<file path="config.mk">
export PLATFORM = sky130hd
export DESIGN_NAME = bin_morph3x3_flat
export DESIGN_NICKNAME = d
export VERILOG_FILES = /design/src/rtl/morph_pkg.sv /design/src/rtl/bin_morph3x3_if.sv /design/src/rtl/line_buf_1b.sv /design/src/rtl/bin_morph3x3.sv /design/src/flat_wrapper.sv
export SDC_FILE = /design/constraint.sdc
export NUM_CORES = 2
export LEC_CHECK = 0
export CAP_MARGIN = 20
export CORE_MARGIN = 5
export CORE_UTILIZATION = 50
export CTS_CLUSTER_SIZE = 24
export DETAILED_ROUTE_END_ITERATION = 8
export HOLD_SLACK_MARGIN = 0.05
export PLACE_DENSITY = 0.65
export SYNTH_ARGS = -nofsm -noshare
export SYNTH_HDL_FRONTEND = slang
export SYNTH_HIERARCHICAL = 1
export SYNTH_SLANG_ARGS = --single-unit
</file>
<file path="constraint.sdc">
create_clock -name clk -period 19.1 [get_ports clk]
set_clock_uncertainty 0.2 [all_clocks]
set_input_delay 5.73 -clock clk [delete_from_list [all_inputs] [get_ports clk]]
set_output_delay 5.73 -clock clk [all_outputs]
set_load 0.05 [all_outputs]
</file>
<file path="src/rtl/morph_pkg.sv">
// Shared constants and helpers for the binary 3x3 morphology block.
package morph_pkg;
  localparam int MODE_ERODE  = 0;
  localparam int MODE_DILATE = 1;
  localparam int DEF_COLS    = 640;
  localparam int DEF_ROWS    = 480;

  // Bits needed to count 0..n-1, never less than 1.
  function automatic int clog2(input int n);
    int w;
    w = 1;
    while ((1 << w) < n) w++;
    return w;
  endfunction
endpackage

</file>
<file path="src/rtl/bin_morph3x3_if.sv">
// Pixel stream in/out of the morphology filter, with sop/eop/vld sideband.
interface bin_morph3x3_if;
  logic din_sop;
  logic din_eop;
  logic din_vld;
  logic din;
  logic dout_sop;
  logic dout_eop;
  logic dout_vld;
  logic dout;

  modport slave (input din_sop, din_eop, din_vld, din,
                 output dout_sop, dout_eop, dout_vld, dout);
  modport master(output din_sop, din_eop, din_vld, din,
                 input dout_sop, dout_eop, dout_vld, dout);
endinterface

</file>
<file path="src/rtl/line_buf_1b.sv">
// 1-bit DEPTH-long delay line advanced on en; RAM with read-before-write pointer.
module line_buf_1b
  import morph_pkg::*;
#(
  parameter int DEPTH = DEF_COLS
) (
  input  logic clk,
  input  logic rst_n,
  input  logic en,
  input  logic din,
  output logic dout
);
  localparam int AW = clog2(DEPTH);

  logic          r_mem [DEPTH];
  logic [AW-1:0] r_addr;

  always_ff @(posedge clk or negedge rst_n) begin
    if (!rst_n)    r_addr <= '0;
    else if (en)   r_addr <= (r_addr == AW'(DEPTH - 1)) ? '0 : r_addr + 1'b1;
  end

  // Contents are never cleared; the border mask hides stale data.
  always_ff @(posedge clk) begin
    if (en) r_mem[r_addr] <= din;
  end

  assign dout = r_mem[r_addr];
endmodule

</file>
<file path="src/rtl/bin_morph3x3.sv">
// Binary 3x3 erosion/dilation with two line buffers; fixed 2-cycle latency,
// windows touching the top two rows or left two columns forced to 0.
module bin_morph3x3
  import morph_pkg::*;
#(
  parameter int COLS = DEF_COLS,
  parameter int ROWS = DEF_ROWS,
  parameter int MODE = MODE_ERODE
) (
  input  logic           clk,
  input  logic           rst_n,
  bin_morph3x3_if.slave  io
);
  localparam int CW     = clog2(COLS);
  localparam int RW     = clog2(ROWS);
  localparam int STAGES = 2;

  logic [CW-1:0]     r_col, w_col;
  logic [RW-1:0]     r_row, w_row;
  logic              w_lb0, w_lb1;
  logic [2:0][2:0]   r_win;          // [column age][{r2,r1,r0}]
  logic              r_mask;
  logic              w_red;
  logic              r_dout;
  logic [STAGES:1]   r_vld_pipe, r_sop_pipe, r_eop_pipe;

  // A sop pixel sits at (0,0) regardless of where the counters were.
  assign w_col = io.din_sop ? '0 : r_col;
  assign w_row = io.din_sop ? '0 : r_row;

  always_ff @(posedge clk or negedge rst_n) begin
    if (!rst_n) begin
      r_col <= '0;
      r_row <= '0;
    end else if (io.din_vld) begin
      if (w_col == CW'(COLS - 1)) begin
        r_col <= '0;
        r_row <= (w_row == RW'(ROWS - 1)) ? '0 : w_row + 1'b1;
      end else begin
        r_col <= w_col + 1'b1;
        r_row <= w_row;
      end
    end
  end

  line_buf_1b #(.DEPTH(COLS)) u_lb0 (
    .clk(clk), .rst_n(rst_n), .en(io.din_vld), .din(io.din), .dout(w_lb0)
  );
  line_buf_1b #(.DEPTH(COLS)) u_lb1 (
    .clk(clk), .rst_n(rst_n), .en(io.din_vld), .din(w_lb0), .dout(w_lb1)
  );

  // Stage 1: window and border mask advance only on valid pixels.
  always_ff @(posedge clk or negedge rst_n) begin
    if (!rst_n) begin
      r_win  <= '0;
      r_mask <= 1'b0;
    end else if (io.din_vld) begin
      r_win  <= {r_win[1:0], {w_lb1, w_lb0, io.din}};
      r_mask <= (w_row < RW'(2)) || (w_col < CW'(2));
    end
  end

  assign w_red = (MODE == MODE_DILATE) ? (|r_win) : (&r_win);

  // Sideband shifts every cycle so latency is independent of gaps.
  always_ff @(posedge clk or negedge rst_n) begin
    if (!rst_n) begin
      r_vld_pipe <= '0;
      r_sop_pipe <= '0;
      r_eop_pipe <= '0;
      r_dout     <= 1'b0;
    end else begin
      r_vld_pipe <= {r_vld_pipe[STAGES-1:1], io.din_vld};
      r_sop_pipe <= {r_sop_pipe[STAGES-1:1], io.din_sop};
      r_eop_pipe <= {r_eop_pipe[STAGES-1:1], io.din_eop};
      r_dout     <= r_vld_pipe[1] & w_red & ~r_mask;
    end
  end

  assign io.dout     = r_dout;
  assign io.dout_vld = r_vld_pipe[STAGES];
  assign io.dout_sop = r_sop_pipe[STAGES];
  assign io.dout_eop = r_eop_pipe[STAGES];
endmodule

</file>
<file path="src/flat_wrapper.sv">
// flat-port wrapper written by rule: the top's interface ports become plain ports
module bin_morph3x3_flat import morph_pkg::*;
#(
  parameter int COLS = DEF_COLS,
  parameter int ROWS = DEF_ROWS,
  parameter int MODE = MODE_ERODE
)
  (clk, rst_n, io_din_sop, io_din_eop, io_din_vld, io_din, io_dout_sop, io_dout_eop, io_dout_vld, io_dout);
  bin_morph3x3_if io_i ();
  input  logic clk;
  input  logic rst_n;
  input wire logic [$bits(io_i.din_sop)-1:0] io_din_sop;
  input wire logic [$bits(io_i.din_eop)-1:0] io_din_eop;
  input wire logic [$bits(io_i.din_vld)-1:0] io_din_vld;
  input wire logic [$bits(io_i.din)-1:0] io_din;
  output wire logic [$bits(io_i.dout_sop)-1:0] io_dout_sop;
  output wire logic [$bits(io_i.dout_eop)-1:0] io_dout_eop;
  output wire logic [$bits(io_i.dout_vld)-1:0] io_dout_vld;
  output wire logic [$bits(io_i.dout)-1:0] io_dout;
  assign io_i.din_sop = io_din_sop;
  assign io_i.din_eop = io_din_eop;
  assign io_i.din_vld = io_din_vld;
  assign io_i.din = io_din;
  assign io_dout_sop = io_i.dout_sop;
  assign io_dout_eop = io_i.dout_eop;
  assign io_dout_vld = io_i.dout_vld;
  assign io_dout = io_i.dout;
  bin_morph3x3 #(.COLS(COLS), .ROWS(ROWS), .MODE(MODE)) u_core (.clk(clk), .rst_n(rst_n), .io(io_i));
endmodule
</file>
# [Word level (Yosys, flattened, before mapping)]
# Memory sizes are Yosys's and may differ from the RTL's. A register that Yosys moved wholly into a read port is not among the register bits.
# Cells that the tools add are included.
[op_classes] n_addsub=4 n_mul=0 div=0 n_lt_le_gt_ge=2 eq_ne=4 shifts=0 n_mux=9 n_bitwise=3 reduce_logical=3
[op_table] op="10-bit two-way mux" count=4
[op_table] op="10-bit by 1-bit adder with 10-bit output, second input constant" count=3
[op_table] op="10-bit equality test, second input constant" count=3
[op_table] op="9-bit two-way mux" count=3
[op_table] op="10-bit by 2-bit < comparator with 1-bit output, second input constant" count=1
[op_table] op="9-bit by 1-bit adder with 9-bit output, second input constant" count=1
[op_table] op="9-bit equality test, second input constant" count=1
[op_table] op="9-bit by 2-bit < comparator with 1-bit output, second input constant" count=1
[op_table] op="9-bit AND reduction" count=1
[op_table] op="1-bit bitwise AND" count=2
[op_table] op="1-bit two-way mux" count=2
[op_table] op="1-bit zero test" count=1
[op_table] op="1-bit logical OR" count=1
[op_table] op="1-bit NOT" count=1
[word_totals] regBits=56 latch_bits=0 ramBits=1280 mem_bits_ro=0 in_bits=6 mem_count=2
[memory_table] memory="u_core.u_lb0.r_mem" depth=640 word_bits=1 rd=1 rd_clocked_by_memory_dff=0 wr=1 line="line_buf_1b.sv:15" rtl="logic r_mem [DEPTH];"
[memory_table] memory="u_core.u_lb1.r_mem" depth=640 word_bits=1 rd=1 rd_clocked_by_memory_dff=1 wr=1 line="line_buf_1b.sv:15"

# [Longest topological paths before layout]
[logic_depth] depth_word=4 mapped_depth=13 mapped_depth_nobuf=8

# [By module]
# The synthesis kept the hierarchy.
[by_module_without_submodules] mod="line_buf_1b (u_core.u_lb0)" instances=1 cells_per_inst=2194 area_each_um2=28419.8 seq_area_each_um2=19468.7
[by_module_without_submodules] mod="line_buf_1b (u_core.u_lb1)" instances=1 cells_per_inst=2100 area_each_um2=28249.6 seq_area_each_um2=19468.7
[by_module_without_submodules] mod="bin_morph3x3" instances=1 cells_per_inst=176 area_each_um2=1803.0 seq_area_each_um2=900.9

# [Worst setup path after synthesis]
# No wires, ideal clock.
[synth_timing] path_kind="reg2reg" startpoint="register u_core.u_lb0.r_addr[0]" endpoint="register u_core/r_win[1] (netlist bit)" setup_ns=0.264 arrival_ns=15.822 required_ns=18.636 setup_slack_ns=2.814 stages_incl_launch_ff=12 synth_period_minus_slack_ns=16.286 cell_sequence="dfrtp_1 > buf_6 > buf_4 > buf_4 > buf_2 > mux2i_1 > o22ai_1 > a2111oi_0 > nand3_1 > a41oi_1 > nand4_1 > mux2_2"
[synth_via] elab_chain_cells=1
[synth_lines] element="start: declaration" line="line_buf_1b.sv:16" rtl="logic [AW-1:0] r_addr;"
[synth_lines] element="start signal: assignment" line="line_buf_1b.sv:20" rtl="else if (en) r_addr <= (r_addr == AW'(DEPTH - 1)) ? '0 : r_addr + 1'b1;"
[synth_lines] element="memory read 640 x 1 bit"
[synth_lines] element="named net u_core.w_lb0" line="bin_morph3x3.sv:20" rtl="logic w_lb0, w_lb1;"
[synth_lines] element="end signal: assignment" line="bin_morph3x3.sv:59" rtl="r_win <= {r_win[1:0], {w_lb1, w_lb0, io.din}};"
[synth_lines] element="end: declaration" line="bin_morph3x3.sv:21" rtl="logic [2:0][2:0] r_win;"
# The timed path passes the listed nets, and every way through them passes these cells.
# A chain may end at the register's enable or synchronous reset.

# [Worst setup path in the final report]
[layout_timing] startpoint="input port io_din" endpoint="memory u_core.u_lb0.r_mem[492] (data pin)"
[layout_rtl] element="start: declaration" line="flat_wrapper.sv:15" rtl="input wire logic [$bits(io_i.din)-1:0] io_din;"
[layout_rtl] element="end: declaration" line="line_buf_1b.sv:15"
# No word-level cell before the write port.

==> results.yml <==
grt:
  grt_pass1_vias: 34847
  antenna_found_initial: 0
  grt_max_degree: 200
  gr-total-overflow: 0
  grt_pass1_wl_um: 231000
  grtUsageTotal_pct: 24.9
pwr:
  ir_worst_vdd_v: 0.000235
  totalPowerFinal_mw: 8.50
  leakagePower_nw: 20.7
  p_per_area_mw_per_mm2: 132
drt:
  drtPass1Iterations: 7
  wl_per_cell_um: 26.5
  vias: 37556
  drt_iter0_drc: 5422
  wirelength_um: 159000
  post-route-drc-count: 0
  post_drt_via_cell_ratio: 6.24
  ant_nets: 0
floorplan:
  start_util_pct: 50.3
  die_y_um: 352
  dieArea_mm2: 0.124
  core_area_mm2: 0.116
  die-width_um: 352
  rows: 125
  ioPinCount: 10
logic_synthesis:
  synth_area_mm2: 0.0585
  synth_most_common_cell: "nor2_1"
  synth_common_cells: "nor2_1 (1347), edfxtp_1 (1280), mux2i_1 (522)"
  ys_warn_count: 6
  synth_enable_flop_cells: 1280
  synthCells: 4470
  synth_flop_cell: "edfxtp_1"
  synth_area_leaders: "edfxtp_1 (66%), mux2i_1 (8.9%), nor2_1 (8.6%)"
  syn_nets: 4486
  synth_top_area_cell: "edfxtp_1"
  yosysSeqAreaShare_pct: 68.1
  ys_ff_latch: 1336
  synth_area_per_cell_um2: 13.1
  yosysTopAreaCellShare_pct: 65.7
  yosysUniqueCellTypes: 73
  ys_async_sr_fraction_pct: 4.19
timing:
  final_max_slew_viol_count: 0
  setup-violations-final: 0
  period_needed_ns: 8.22
  timing.final.ws_setup_ns: 10.89
  period_share_pct: 43.0
  max-slew-margin-rel_pct: 19.4
  worst_slew_pin_slew_ns: 1.20
  hold_viol_final: 0
  fin_tns_setup_ns: 0
  rsz0062_at_grt: "no"
  max_freq_mhz: 122
clocking:
  post_cts_buffers: 0
  clockRootBuffer: "clkbuf_16"
  cts_tree: "built"
  cts.clk_slew.worst_paths_ns: 0.06
  clockBufferDepth: 3
  h-tree-depth: 4
  cts.sinks: 1336
  holdBufCountCts: 0
  clock_latency_ns: 0.74
  post_cts_resized: 0
  numCtsBuffers: 136
flow_run:
  maxCapViolations: 0
worst_setup_path:
  cp.arrival_ns: 8.38
  cp.required_ns: 19.26
  cp-start-kind: "primary input"
  crit_type: "primary input to flop"
  cp-startpoint: "io_din"
  crit_path_top_delay_cell: "buf_4"
  slowest_delay_ns: 0.92
  reg2reg_from: "u_core/u_lb0/r_addr[0]"
  cp_cell_sequence: "buf_8, buf_4, buf_4"
  critPathMostFrequentCell: "buf_4"
  end_kind: "flop"
  worstPathMaxFanout: 193
placement:
  place_ws_ns: 10.26
  routabilityCongestion: 0.831
  port_buffers: 9
  dpl.hpwl_um: 88400
  dpl.cell_count: 5760
  detailed_place.area_mm2: 0.0599
cells_and_area:
  syn2layout_area_growth_pct: 10.5
  diodes: 0
  instances_no_fill: 6014
  final_area_mm2: 0.0646
  finalNetCount: 4404
  nFillCells: 9358
  drive_gt1_share_pct: 9.89
worst_hold_path:
  hold_class: "flop to flop"
  hp-start: "u_core/r_sop_pipe[1]"
status:
  status: "finished, final reports clean"
worst paths after layout:
check	to	depth (start not counted)	slack (ns)
min in group asynchronous	u_core/r_sop_pipe[1]	2	4.97
max in group asynchronous	u_core/u_lb0/r_addr[0]	2	13.10
worst min-delay path	u_core/r_sop_pipe[2]	0	0.17
worst min register to register	u_core/r_sop_pipe[2]	0	0.17
worst max register to register	u_core/u_lb1/r_mem[55]	12	12.04
worst max-delay path	u_core/u_lb0/r_mem[492]	3	10.89
area by class of cell:
| class | count | area [µm²] | share of cell area (%) |
|---|---|---|---|
| timing repair buffer | 155 | 1570 | 2.43 |
| sequential | 1336 | 39800 | 61.7 |
| tap | 1524 | 1910 | 2.95 |
| clock inverter | 56 | 613 | 0.949 |
| multi-input combinational | 2748 | 16900 | 26.2 |
| inverter | 11 | 41.3 | 0.0639 |
| clock buffer | 184 | 3730 | 5.77 |
routing by layer:
metal,wire (µm),GRT usage [%]
met4,4380,6.90
met5,0,0
met3,17600,4.75
met2,70800,37.2
met1,66300,37.6
report_power, final:
group / leakage (nW) / internal [mW] / switching (mW)
clock network: 2.11 / 1.53 / 1.09
registers: 12.2 / 3.92 / 0.0616
logic: 6.31 / 0.476 / 1.42
total: 20.7 / 5.93 / 2.57
sequential cells by signal (all words and copies together), names as in the netlist, 2 cells and up:
| name | count |
|---|---|
| u_core/u_lb0/r_mem | 640 |
| u_core/u_lb1/r_mem | 640 |
| u_core/r_col | 10 |
| u_core/u_lb0/r_addr | 10 |
| u_core/u_lb1/r_addr | 10 |
| u_core/r_row | 9 |
| u_core/r_win | 9 |
| u_core/r_eop_pipe | 2 |
| u_core/r_sop_pipe | 2 |
| u_core/r_vld_pipe | 2 |
stage by stage:
stage	util (%)	hold slack (ns)
2_1_floorplan	-	0.131
3_3_place_gp	51.4	0.134
3_5_place_dp	51.5	0.152
4_1_cts	55.3	0.184
5_1_grt	55.6	0.176
6_report	55.6	0.174
critical path: cells and delay by family:
family	cells	cell delay (ns)
buf+inv	3	2.31
logic make-up (layout without fill, tap and decap cells):
logic type                 Yosys count  after routing  synth area share, %
muxes                              603            603                 11.8
xor gates and xnor gates            11             11                0.165
DFF                               1336           1336                 68.1
adders and majority gates           10             10                0.214
buffers and inverters              386            406                 3.02
and+or+nand+nor                   1770           1770                 12.7
AOI/OAI and AO/OA                  354            354                 3.91
placed cells by master (no fill, tap or decap), types with 10 or more instances in the layout:
cell type,count
nor2_1,1347
edfxtp_1,1280
mux2i_1,522
o22ai_1,237
nand2_1,142
clkbuf_16,140
buf_4,123
mux4_2,68
dfrtp_1,53
nand3_1,48
nor4_1,42
clkbuf_1,38
o21ai_0,29
and3_1,24
clkinv_1,22
nor3_1,21
nor2b_1,18
nand4_1,18
a21oi_1,18
or4_1,16
buf_16,16
a31oi_1,14
clkinv_2,13
and2_1,13
bufinv_16,12
mux2_2,12
nand2_2,12
nand4bb_1,11
inv_1,10
ha_1,10
Note: power is estimated with default switching activity, not from simulation.
